==> src/rtl/sdram_aref_if.sv <==
// Handshake and command bus between the auto-refresh block and the SDRAM
// command arbiter / init stage.
interface sdram_aref_if #(
  parameter int ADDR_BITS = 12
);
  logic                 init_done;
  logic                 aref_en;
  logic                 aref_req;
  logic                 aref_end;
  logic [3:0]           aref_cmd;
  logic [ADDR_BITS-1:0] aref_addr;
  logic                 aref_miss;

  // arbiter / init side
  modport master (
    output init_done, aref_en,
    input  aref_req, aref_end, aref_cmd, aref_addr, aref_miss
  );

  // refresh block side
  modport slave (
    input  init_done, aref_en,
    output aref_req, aref_end, aref_cmd, aref_addr, aref_miss
  );
endinterface

==> src/rtl/sdram_aref.sv <==
// SDRAM auto-refresh generator: periodic request, then PRECHARGE-all,
// tRP wait, AUTO-REFRESH, tRFC wait and a one-cycle end pulse.
module sdram_aref #(
  parameter int REF_INTERVAL = 1040,
  parameter int T_RP         = 3,
  parameter int T_RFC        = 9,
  parameter int ADDR_BITS    = 12
) (
  input  logic         sys_clk,
  input  logic         sys_rst,
  sdram_aref_if.slave  bus
);

  localparam logic [3:0] CMD_NOP  = 4'b0111;
  localparam logic [3:0] CMD_PRE  = 4'b0010;
  localparam logic [3:0] CMD_AREF = 4'b0001;

  // A10 high selects all banks for PRECHARGE; harmless for the other commands
  localparam logic [ADDR_BITS-1:0] ADDR_PALL = ADDR_BITS'(1 << 10);

  localparam int RW = (REF_INTERVAL > 1) ? $clog2(REF_INTERVAL) : 1;
  localparam int CW = $clog2((T_RFC > T_RP) ? T_RFC : T_RP) + 1;

  typedef enum logic [2:0] {
    S_IDLE, S_PRE, S_WAIT_RP, S_AREF, S_WAIT_RFC, S_DONE
  } state_t;

  state_t          state, state_nxt;
  logic [CW-1:0]   wait_cnt, wait_cnt_nxt;
  logic [RW-1:0]   ref_cnt;
  logic            aref_req;
  logic            aref_miss;
  logic            expiry;
  logic            grant;
  logic [3:0]      cmd;

  assign expiry = bus.init_done && (ref_cnt == RW'(REF_INTERVAL - 1));
  // aref_en only matters when a request is pending and nothing is in flight
  assign grant  = bus.aref_en && aref_req && (state == S_IDLE);

  // Interval counter: parked at 0 until init completes, wraps on expiry
  always_ff @(posedge sys_clk) begin
    if (sys_rst)             ref_cnt <= '0;
    else if (!bus.init_done) ref_cnt <= '0;
    else if (expiry)         ref_cnt <= '0;
    else                     ref_cnt <= ref_cnt + RW'(1);
  end

  // Single pending request; a coincident expiry beats the grant clear
  always_ff @(posedge sys_clk) begin
    if (sys_rst)     aref_req <= 1'b0;
    else if (expiry) aref_req <= 1'b1;
    else if (grant)  aref_req <= 1'b0;
  end

  // Sticky overrun flag: an interval ran out with the previous one unserved
  always_ff @(posedge sys_clk) begin
    if (sys_rst)                              aref_miss <= 1'b0;
    else if (expiry && aref_req && !grant)    aref_miss <= 1'b1;
  end

  // FSM state and wait counter registers
  always_ff @(posedge sys_clk) begin
    if (sys_rst) begin
      state    <= S_IDLE;
      wait_cnt <= '0;
    end else begin
      state    <= state_nxt;
      wait_cnt <= wait_cnt_nxt;
    end
  end

  // Next state and command decode; once started, the sequence only ends in DONE
  always_comb begin
    state_nxt    = state;
    wait_cnt_nxt = wait_cnt;
    cmd          = CMD_NOP;
    unique case (state)
      S_IDLE: begin
        if (grant) state_nxt = S_PRE;
      end
      S_PRE: begin
        cmd          = CMD_PRE;
        wait_cnt_nxt = '0;
        state_nxt    = (T_RP > 1) ? S_WAIT_RP : S_AREF;
      end
      S_WAIT_RP: begin
        if (wait_cnt == CW'(T_RP - 2)) state_nxt = S_AREF;
        else                           wait_cnt_nxt = wait_cnt + CW'(1);
      end
      S_AREF: begin
        cmd          = CMD_AREF;
        wait_cnt_nxt = '0;
        state_nxt    = (T_RFC > 1) ? S_WAIT_RFC : S_DONE;
      end
      S_WAIT_RFC: begin
        if (wait_cnt == CW'(T_RFC - 2)) state_nxt = S_DONE;
        else                            wait_cnt_nxt = wait_cnt + CW'(1);
      end
      S_DONE: begin
        state_nxt = S_IDLE;
      end
      default: begin
        state_nxt = S_IDLE;
      end
    endcase
  end

  assign bus.aref_req  = aref_req;
  assign bus.aref_miss = aref_miss;
  assign bus.aref_end  = (state == S_DONE);
  assign bus.aref_cmd  = cmd;
  assign bus.aref_addr = ADDR_PALL;

endmodule

==> src/flat_wrapper.sv <==
// flat-port wrapper written by rule: the top's interface ports become plain ports
module sdram_aref_flat 
#(
  parameter int REF_INTERVAL = 1040,
  parameter int T_RP         = 3,
  parameter int T_RFC        = 9,
  parameter int ADDR_BITS    = 12
)
  (sys_clk, sys_rst, bus_init_done, bus_aref_en, bus_aref_req, bus_aref_end, bus_aref_cmd, bus_aref_addr, bus_aref_miss);
  sdram_aref_if #(.ADDR_BITS(ADDR_BITS)) bus_i ();
  input  logic sys_clk;
  input  logic sys_rst;
  input wire logic [$bits(bus_i.init_done)-1:0] bus_init_done;
  input wire logic [$bits(bus_i.aref_en)-1:0] bus_aref_en;
  output wire logic [$bits(bus_i.aref_req)-1:0] bus_aref_req;
  output wire logic [$bits(bus_i.aref_end)-1:0] bus_aref_end;
  output wire logic [$bits(bus_i.aref_cmd)-1:0] bus_aref_cmd;
  output wire logic [$bits(bus_i.aref_addr)-1:0] bus_aref_addr;
  output wire logic [$bits(bus_i.aref_miss)-1:0] bus_aref_miss;
  assign bus_i.init_done = bus_init_done;
  assign bus_i.aref_en = bus_aref_en;
  assign bus_aref_req = bus_i.aref_req;
  assign bus_aref_end = bus_i.aref_end;
  assign bus_aref_cmd = bus_i.aref_cmd;
  assign bus_aref_addr = bus_i.aref_addr;
  assign bus_aref_miss = bus_i.aref_miss;
  sdram_aref #(.REF_INTERVAL(REF_INTERVAL), .T_RP(T_RP), .T_RFC(T_RFC), .ADDR_BITS(ADDR_BITS)) u_core (.sys_clk(sys_clk), .sys_rst(sys_rst), .bus(bus_i));
endmodule
==> config.mk <==
export PLATFORM = sky130hd
export DESIGN_NAME = sdram_aref_flat
export DESIGN_NICKNAME = d
export VERILOG_FILES = /design/src/rtl/sdram_aref_if.sv /design/src/rtl/sdram_aref.sv /design/src/flat_wrapper.sv
export SDC_FILE = /design/constraint.sdc
export NUM_CORES = 1
export LEC_CHECK = 0
export ABC_AREA = 1
export BUFFER_PORTS_ARGS = -buffer_cell sky130_fd_sc_hd__clkbuf_2
export CORE_ASPECT_RATIO = 1.1
export CORE_UTILIZATION = 58
export DETAILED_ROUTE_END_ITERATION = 16
export GPL_TIMING_DRIVEN = 1
export MAX_ROUTING_LAYER = met4
export PLACE_DENSITY = 0.8
export SLEW_MARGIN = 40
export SYNTH_ARGS = -nofsm -noshare
export SYNTH_HDL_FRONTEND = slang
export SYNTH_SLANG_ARGS = --single-unit
==> constraint.sdc <==
create_clock -name sys_clk -period 2.54 [get_ports sys_clk]
set_input_delay 0.508 -clock sys_clk [delete_from_list [all_inputs] [get_ports sys_clk]]
set_output_delay 0.508 -clock sys_clk [all_outputs]
set_load 0.02 [all_outputs]
Yosys cells after proc, flatten, opt, wreduce, memory -nomap -nowiden. Cells that the tools add are included.

Input bits: 4. Logic and storage cells: 44. Bits in registers: 21. Output and inout port bits: 19.

Bitwise logic cells: 1. $add $sub $neg: 2. Muxes and demuxes: 10. Equal/unequal tests: 13. Reduce and logical (&&, ||, !) cells: 13.

Operators with widths (count): $pmux W3 S5 (1); $pmux W5 S3 (1); $add A11 B1 Y11 const B (1); $eq A11 B11 Y1 const B (1); $mux W5 (2); $mux W3 (3); $eq A3 B2 Y1 const B (2); $eq A3 B3 Y1 const B (2); $ne A2 B1 Y1 const B (3); $pmux W3 S2 (1); $reduce_and A3 Y1 (2); $add A5 B1 Y5 const B (1); $eq A5 B1 Y1 const B (1); $eq A5 B3 Y1 const B (1); $logic_and A1 B1 Y1 (5); $ne A2 B2 Y1 const B (2); $eq A3 B1 Y1 const B (1); $logic_not A3 Y1 (1); $reduce_bool A3 Y1 (1); $reduce_or A3 Y1 (1); $mux W1 (2); $reduce_bool A2 Y1 (1); $reduce_or A2 Y1 (1); $logic_not A1 Y1 (1); $not A1 Y1 (1).

Logic depth before layout (Yosys ltp). Gate-level depths: netlist (run 1).

Depth in word-level cells: 4. Mapped depth: 9. Mapped depth without buffers: 9.

Worst setup path after synthesis (run 1). No wires, ideal clock.

Path kind: register to output. Start point: register u_core.state[0]. End point: output port bus_aref_end. Required time: 2032 ps. Slack: 1007 ps. Stages on the path, launching flop included: 3. Arrival: 1025 ps. Buffers on the path: 0. Cells stage by stage: dfxtp_1 > inv_2 > nor3_1.

Longest elaborated chain between the ends: 1.

Ends and longest elaborated chain: start, declared (RTL line sdram_aref.sv:28) `state_t state, state_nxt;`; start signal, assigned (RTL line sdram_aref.sv:68) `state <= state_nxt;`; $eq A3 B3 Y1 (RTL line sdram_aref.sv:111) `assign bus.aref_end = (state == S_DONE);`; end, declared (RTL line flat_wrapper.sv:16) `output wire logic [$bits(bus_i.aref_end)-1:0] bus_aref_end;`.

Every way passes these cells.

Final worst setup path (run 1).
Start point: register u_core.state[0]. End point: output port bus_aref_cmd[1].

Longest elaborated chain between the ends: 2.

Ends and longest elaborated chain: $eq A3 B2 Y1 or $eq A3 B1 Y1 (tied branches) (RTL line sdram_aref.sv:78) `unique case (state)`; $pmux W3 S2 * (RTL line sdram_aref.sv:78); end, declared (RTL line flat_wrapper.sv:17) `output wire logic [$bits(bus_i.aref_cmd)-1:0] bus_aref_cmd;`.

Every way passes the cells marked *; elsewhere a longest branch is shown, timed or not.

==> results.json, run 1 <==
{
  "status": "complete, no violations",
  "startpoint_type": "flop",
  "yosys.area.top_type": "dfxtp_1",
  "clkLatencyLatePin_ns": 0.30,
  "setup_violations": 0,
  "cts_made_buffers": 3,
  "finalCriticalPeriod_ns": 1.90,
  "drive_above_1_share_pct": 16.3,
  "io_pins": 23,
  "cts_resized": 0,
  "antenna_found_initial": 0,
  "clkTransAtPathRegs_ns": 0.11,
  "period_share_pct": 74.7,
  "synthArstFlopShare_pct": 0,
  "max_freq_mhz": 527,
  "clock_sinks": 21,
  "crit_required_ns": 2.03,
  "hold_buffers": 0,
  "grt_usage_pct": 20.7,
  "ys_seq_area_share_pct": 34.3,
  "slew_violations": 0,
  "critPathTopFamily": "flip-flops",
  "wirelength_um": 1940,
  "die_width_um": 45.8,
  "crit_type": "flop to output pin",
  "cts_setup_buffers": 0,
  "cts_max_level": 1,
  "wl_per_cell_um": 9.16,
  "synth.distinct_cells": 27,
  "grt_max_degree": 13,
  "crit_chain": "inv_2, nor2_2, nand2_1, clkbuf_2",
  "vias": 993,
  "synth-edff-count": 0,
  "grt_pass1_vias": 910,
  "avgSynthCellArea_um2": 7.01,
  "rsz0062_at_grt": "no",
  "rows": 17,
  "yosys-top-cells-area": "dfxtp_1, nand2_1, buf_4, nor2_1, inv_1",
  "fin_skew_ns": 0.00532,
  "post_synth_instance_area_um2": 1230,
  "critPathMaxStageDelay_ns": 0.49,
  "synth-seq-cells": 21,
  "final_common_cell": "nand2_1",
  "cts_buffer_depth": 2,
  "worstPathMaxFanout": 6,
  "hold_violations": 0,
  "drtIter0Drc": 10,
  "root_buffer": "clkbuf_4",
  "cp-end-kind": "output pin",
  "hold_class": "flop to flop",
  "firstDrtPassIters": 4,
  "grt_pass1_wl_um": 3440,
  "synth_top_area_share_pct": 34.3,
  "p_leak_nw": 0.559,
  "grt-ovfl-total": 0,
  "layout_common_cells": "nand2_1, nor2_1, dfxtp_1",
  "crit_slowest_cell": "dfxtp_1",
  "final_cell_area_um2": 1270,
  "cts_tree": "built",
  "cp_num_buf_inv": 2,
  "gp_congestion": 0.826,
  "hpwl_um": 1580,
  "fin_setup_tns_ns": 0,
  "total_power_w": 0.000687,
  "numPortBuffers": 9,
  "synth_flop_cell": "dfxtp_1",
  "core_area_um2": 2000,
  "initial_utilization_pct": 61.3,
  "vias_per_cell": 4.68,
  "ir_worst_vdd_uv": 358,
  "die_h_um": 50.2,
  "cp.arrival_ns": 1.39,
  "layout.nets": 192,
  "dieArea_um2": 2300,
  "final_antenna_net_count": 0,
  "synthCells": 175,
  "cap_violations": 0,
  "p_per_area_nw_per_um2": 541,
  "drc": 0,
  "nFillCells": 209,
  "placed_cell_area_um2": 1240,
  "ys_warn_count": 0,
  "area_delta_synth_final_pct": 3.47,
  "antenna_cells": 0
}
## cell usage after synthesis, drive strengths merged, types with 2 or more instances
| library cell | count |
|---|---|
| nand3 | 14 |
| nor2 | 28 |
| o21ai | 6 |
| conb | 2 |
| ha | 3 |
| dfxtp | 21 |
| inv | 24 |
| xor2 | 5 |
| nor3 | 6 |
| a21oi | 10 |
| nand2 | 36 |
| nand4 | 2 |
| buf | 15 |
## flip-flops by register name (all words and copies together) (netlist names)
register              flops
u_core.ref_cnt           11
u_core.wait_cnt           5
u_core.state              3
u_core.bus.aref_req       1
u_core.bus.aref_miss      1
## report_power, final
group | internal (W) | total [W] | switching [W] | leakage, nW
Clock | 0.0000586 | 0.000152 | 0.0000938 | 0.0177
Combinational | 0.0000529 | 0.000161 | 0.000108 | 0.371
Sequential | 0.000348 | 0.000373 | 0.0000257 | 0.170
## final timing paths
check	start	to	slack, ns	cells past startpoint
max	u_core.state[0]	bus_aref_cmd[1]	0.64	4
min	u_core.ref_cnt[0]	u_core.ref_cnt[0]	0.46	1
max reg2reg	u_core.ref_cnt[0]	u_core.ref_cnt[9]	1.11	6
min reg2reg	u_core.ref_cnt[0]	u_core.ref_cnt[0]	0.46	1
## kinds of logic (layout without fill, tap and decap cells)
logic type | Yosys count | count (layout) | synth area share [%]
flops | 21 | 21 | 34.3
xor+xnor | 6 | 6 | 4.29
simple gates | 87 | 87 | 33.7
buf+inv | 39 | 37 | 16.0
compound gates | 17 | 17 | 8.06
fa+ha+maj | 3 | 3 | 3.06
other cells | 2 | 13 | 0.612
## layer usage
layer	track usage, %	vias up	share of wire [%]
met4	10.8	0	1.6
li1	-	538	-
met2	36.2	16	52
met1	22.0	435	44
met5	-	-	0
met3	2.16	4	2.4
## final cells by class
cell class	instances	area, um^2	share of cell area, %
inverters	24	90.1	7.10
well taps	28	35.0	2.76
repair buffers	9	45.0	3.55
clock buffers	3	22.5	1.78
flip-flops and latches	21	420	33.1
clock inverters	1	5.00	0.394
multi-input cells	126	651	51.3
## stage by stage
| step | utilization (%) | hold slack (ns) | cells | worst slack, ns |
|---|---|---|---|---|
| after floorplan | - | 0.418 | 186 | 1.01 |
| after global placement | 62.1 | 0.434 | 208 | 1.05 |
| after detailed placement | 62.1 | 0.445 | 208 | 0.982 |
| after CTS | 63.5 | 0.462 | 212 | 0.633 |
| after global routing | 63.5 | 0.489 | 212 | 0.514 |
| final | 63.5 | 0.458 | 212 | 0.644 |
(Power assumes the default switching activity.)
==> run 2, diff against run 1 <==
--- a/config.mk
+++ b/config.mk
@@ -8,11 +8,11 @@
 export ABC_AREA = 1
 export BUFFER_PORTS_ARGS = -buffer_cell sky130_fd_sc_hd__clkbuf_2
 export CORE_ASPECT_RATIO = 1.1
-export CORE_UTILIZATION = 58
+export CORE_UTILIZATION = 49
 export DETAILED_ROUTE_END_ITERATION = 16
 export GPL_TIMING_DRIVEN = 1
 export MAX_ROUTING_LAYER = met4
-export PLACE_DENSITY = 0.8
+export PLACE_DENSITY = 0.72
 export SLEW_MARGIN = 40
 export SYNTH_ARGS = -nofsm -noshare
 export SYNTH_HDL_FRONTEND = slang
==> constraint.sdc (replaced) <==
create_clock -name sys_clk -period 1.7 [get_ports sys_clk]
set_input_delay 0.34 -clock sys_clk [delete_from_list [all_inputs] [get_ports sys_clk]]
set_output_delay 0.34 -clock sys_clk [all_outputs]
set_load 0.02 [all_outputs]
==> run 2 against run 1 <==
Net effect: clock skew rose by 0.0024 ns; largest cell class unchanged; non-clock buffer count unchanged; critical path type unchanged; register-to-register slack worse by 0.86 ns; flip-flop and latch count unchanged; total power rose by 50%; critical path depth stayed put; cell count is 0.94% higher.
==> results.json, run 2 (same netlist as run 1, synthesis figures left out) <==
{
  "layout.nets": 192,
  "cap_violations": 0,
  "antenna_cells": 0,
  "grt_max_degree": 12,
  "antenna_found_initial": 0,
  "cts_buffer_depth": 2,
  "multi_input_area_um2": 656,
  "root_buffer": "clkbuf_4",
  "wl_per_cell_um": 9.54,
  "startpoint_type": "flop",
  "drtIter0Drc": 6,
  "total_power_w": 0.00103,
  "die_h_um": 54.5,
  "grt_busiest_layer": "met2",
  "drive_above_1_share_pct": 16.8,
  "worstPathMaxFanout": 6,
  "initial_utilization_pct": 53.4,
  "power.switching_w": 0.000339,
  "crit_type": "flop to output pin",
  "cts_made_buffers": 3,
  "grt_pass1_vias": 916,
  "fin_util_pct": 55.6,
  "hpwl_um": 1630,
  "swShare_pct": 32.9,
  "seqPwrFrac_pct": 54.4,
  "nFillCells": 232,
  "p_leak_nw": 0.557,
  "p_per_area_nw_per_um2": 806,
  "core_area_um2": 2300,
  "crit_slowest_cell": "dfxtp_2",
  "r2r_setup_slack_ns": 0.25,
  "period_share_pct": 92.7,
  "critPathMaxStageDelay_ns": 0.43,
  "crit_chain": "inv_2, nor2_4, nand2_1, clkbuf_2",
  "p_int_w": 0.000691,
  "crit_required_ns": 1.36,
  "comb_power_share_pct": 23.2,
  "grt_usage_pct": 18.3,
  "dieArea_um2": 2710,
  "gp_congestion": 0.814,
  "grt.met3_usage_pct": 1.67,
  "critPathTopFamily": "flip-flops",
  "cts_max_level": 1,
  "slew_violations": 0,
  "ir_worst_vdd_uv": 470,
  "grt_pass1_wl_um": 3710,
  "area_delta_synth_final_pct": 4.18,
  "io_pins": 23,
  "vias": 1025,
  "numPortBuffers": 9,
  "clock_power_share_pct": 22.4,
  "rsz0062_at_grt": "no",
  "final_antenna_net_count": 0,
  "largestRegisters": "u_core.ref_cnt (11), u_core.wait_cnt (5), u_core.state (3)",
  "holdWs_ns": 0.338,
  "clkLatencyLatePin_ns": 0.30,
  "final_common_cell": "nand2_1",
  "fin_skew_ns": 0.00769,
  "gr-usage-met2_pct": 34.0,
  "drc": 0,
  "die_width_um": 49.7,
  "cp_num_buf_inv": 2,
  "grt-ovfl-total": 0,
  "clock_sinks": 21,
  "clkTransAtPathRegs_ns": 0.11,
  "setup_violations": 0,
  "status": "complete, no violations",
  "fin_setup_tns_ns": 0,
  "firstDrtPassIters": 4,
  "max_freq_mhz": 635,
  "grt_use_met1_pct": 20.0,
  "top_register": "u_core.ref_cnt",
  "vias_per_cell": 4.79,
  "cp.arrival_ns": 1.24,
  "cp-end-kind": "output pin",
  "rows": 18,
  "hold_violations": 0,
  "ff_latch_area_um2": 423,
  "largest_reg_flops": 11,
  "layout_common_cells": "nand2_1, nor2_1, inv_1",
  "hold_class": "input pin to flop",
  "cts_tree": "built",
  "wirelength_um": 2040,
  "finalCriticalPeriod_ns": 1.58
}
## run 2: path summary, 6_finish.rpt
check,end,cells after the start,startpoint
max,bus_aref_cmd[1],4,u_core.state[0]
min,u_core.wait_cnt[1],2,sys_rst
max reg2reg,u_core.ref_cnt[4],6,u_core.ref_cnt[0]
min reg2reg,u_core.bus.aref_miss,2,u_core.bus.aref_miss
## run 2: metal layers
layer  wire [um]  part of all wire [%]  up-vias
met5           0                     0        -
met2        1020                    50       18
met1         941                    46      465
met3          48                   2.4        4
met4          29                   1.4        0
li1            -                     -      538
## run 2: worst register-to-register path, delay by kind of cell (launching register included)
family / cells / cell delay (ns)
simple gates: 4 / 0.65
flops: 1 / 0.37
fa+ha+maj: 1 / 0.21
buf+inv: 1 / 0.11
## run 2: area by class of cell
type | count | area share, %
inverter | 24 | 7.05
timing repair buffer | 9 | 3.53
sequential | 21 | 33.1
multi-input combinational | 126 | 51.3
tap | 30 | 2.94
clock buffer | 4 | 2.06
## run 2: repair_timing
item / CTS / global route
pin swaps: 0 / 0
endpoints found under the setup margin: 3 / 3
buffers inserted: 0 / 0
gates resized for setup: 1 / 2
hold buffers: 0 / 0
## run 2: per-stage QoR
stage,instance area [um^2],std cells,setup WS (ns)
finish,1280,214,0.125
global route,1280,214,0.00631
CTS,1270,214,0.0179
detailed placement,1240,210,0.257
global placement,1240,210,0.294
floorplan,1270,186,0.335
## run 2: power groups by stage
stage	registers, W	clock network (W)	logic [W]
2_1_floorplan	0.000561	0	0.000226
3_3_place_gp	0.000567	0	0.000232
3_5_place_dp	0.000569	0	0.000239
4_1_cts	0.000559	0.000242	0.000239
5_1_grt	0.000565	0.000258	0.000278
6_report	0.000560	0.000231	0.000239
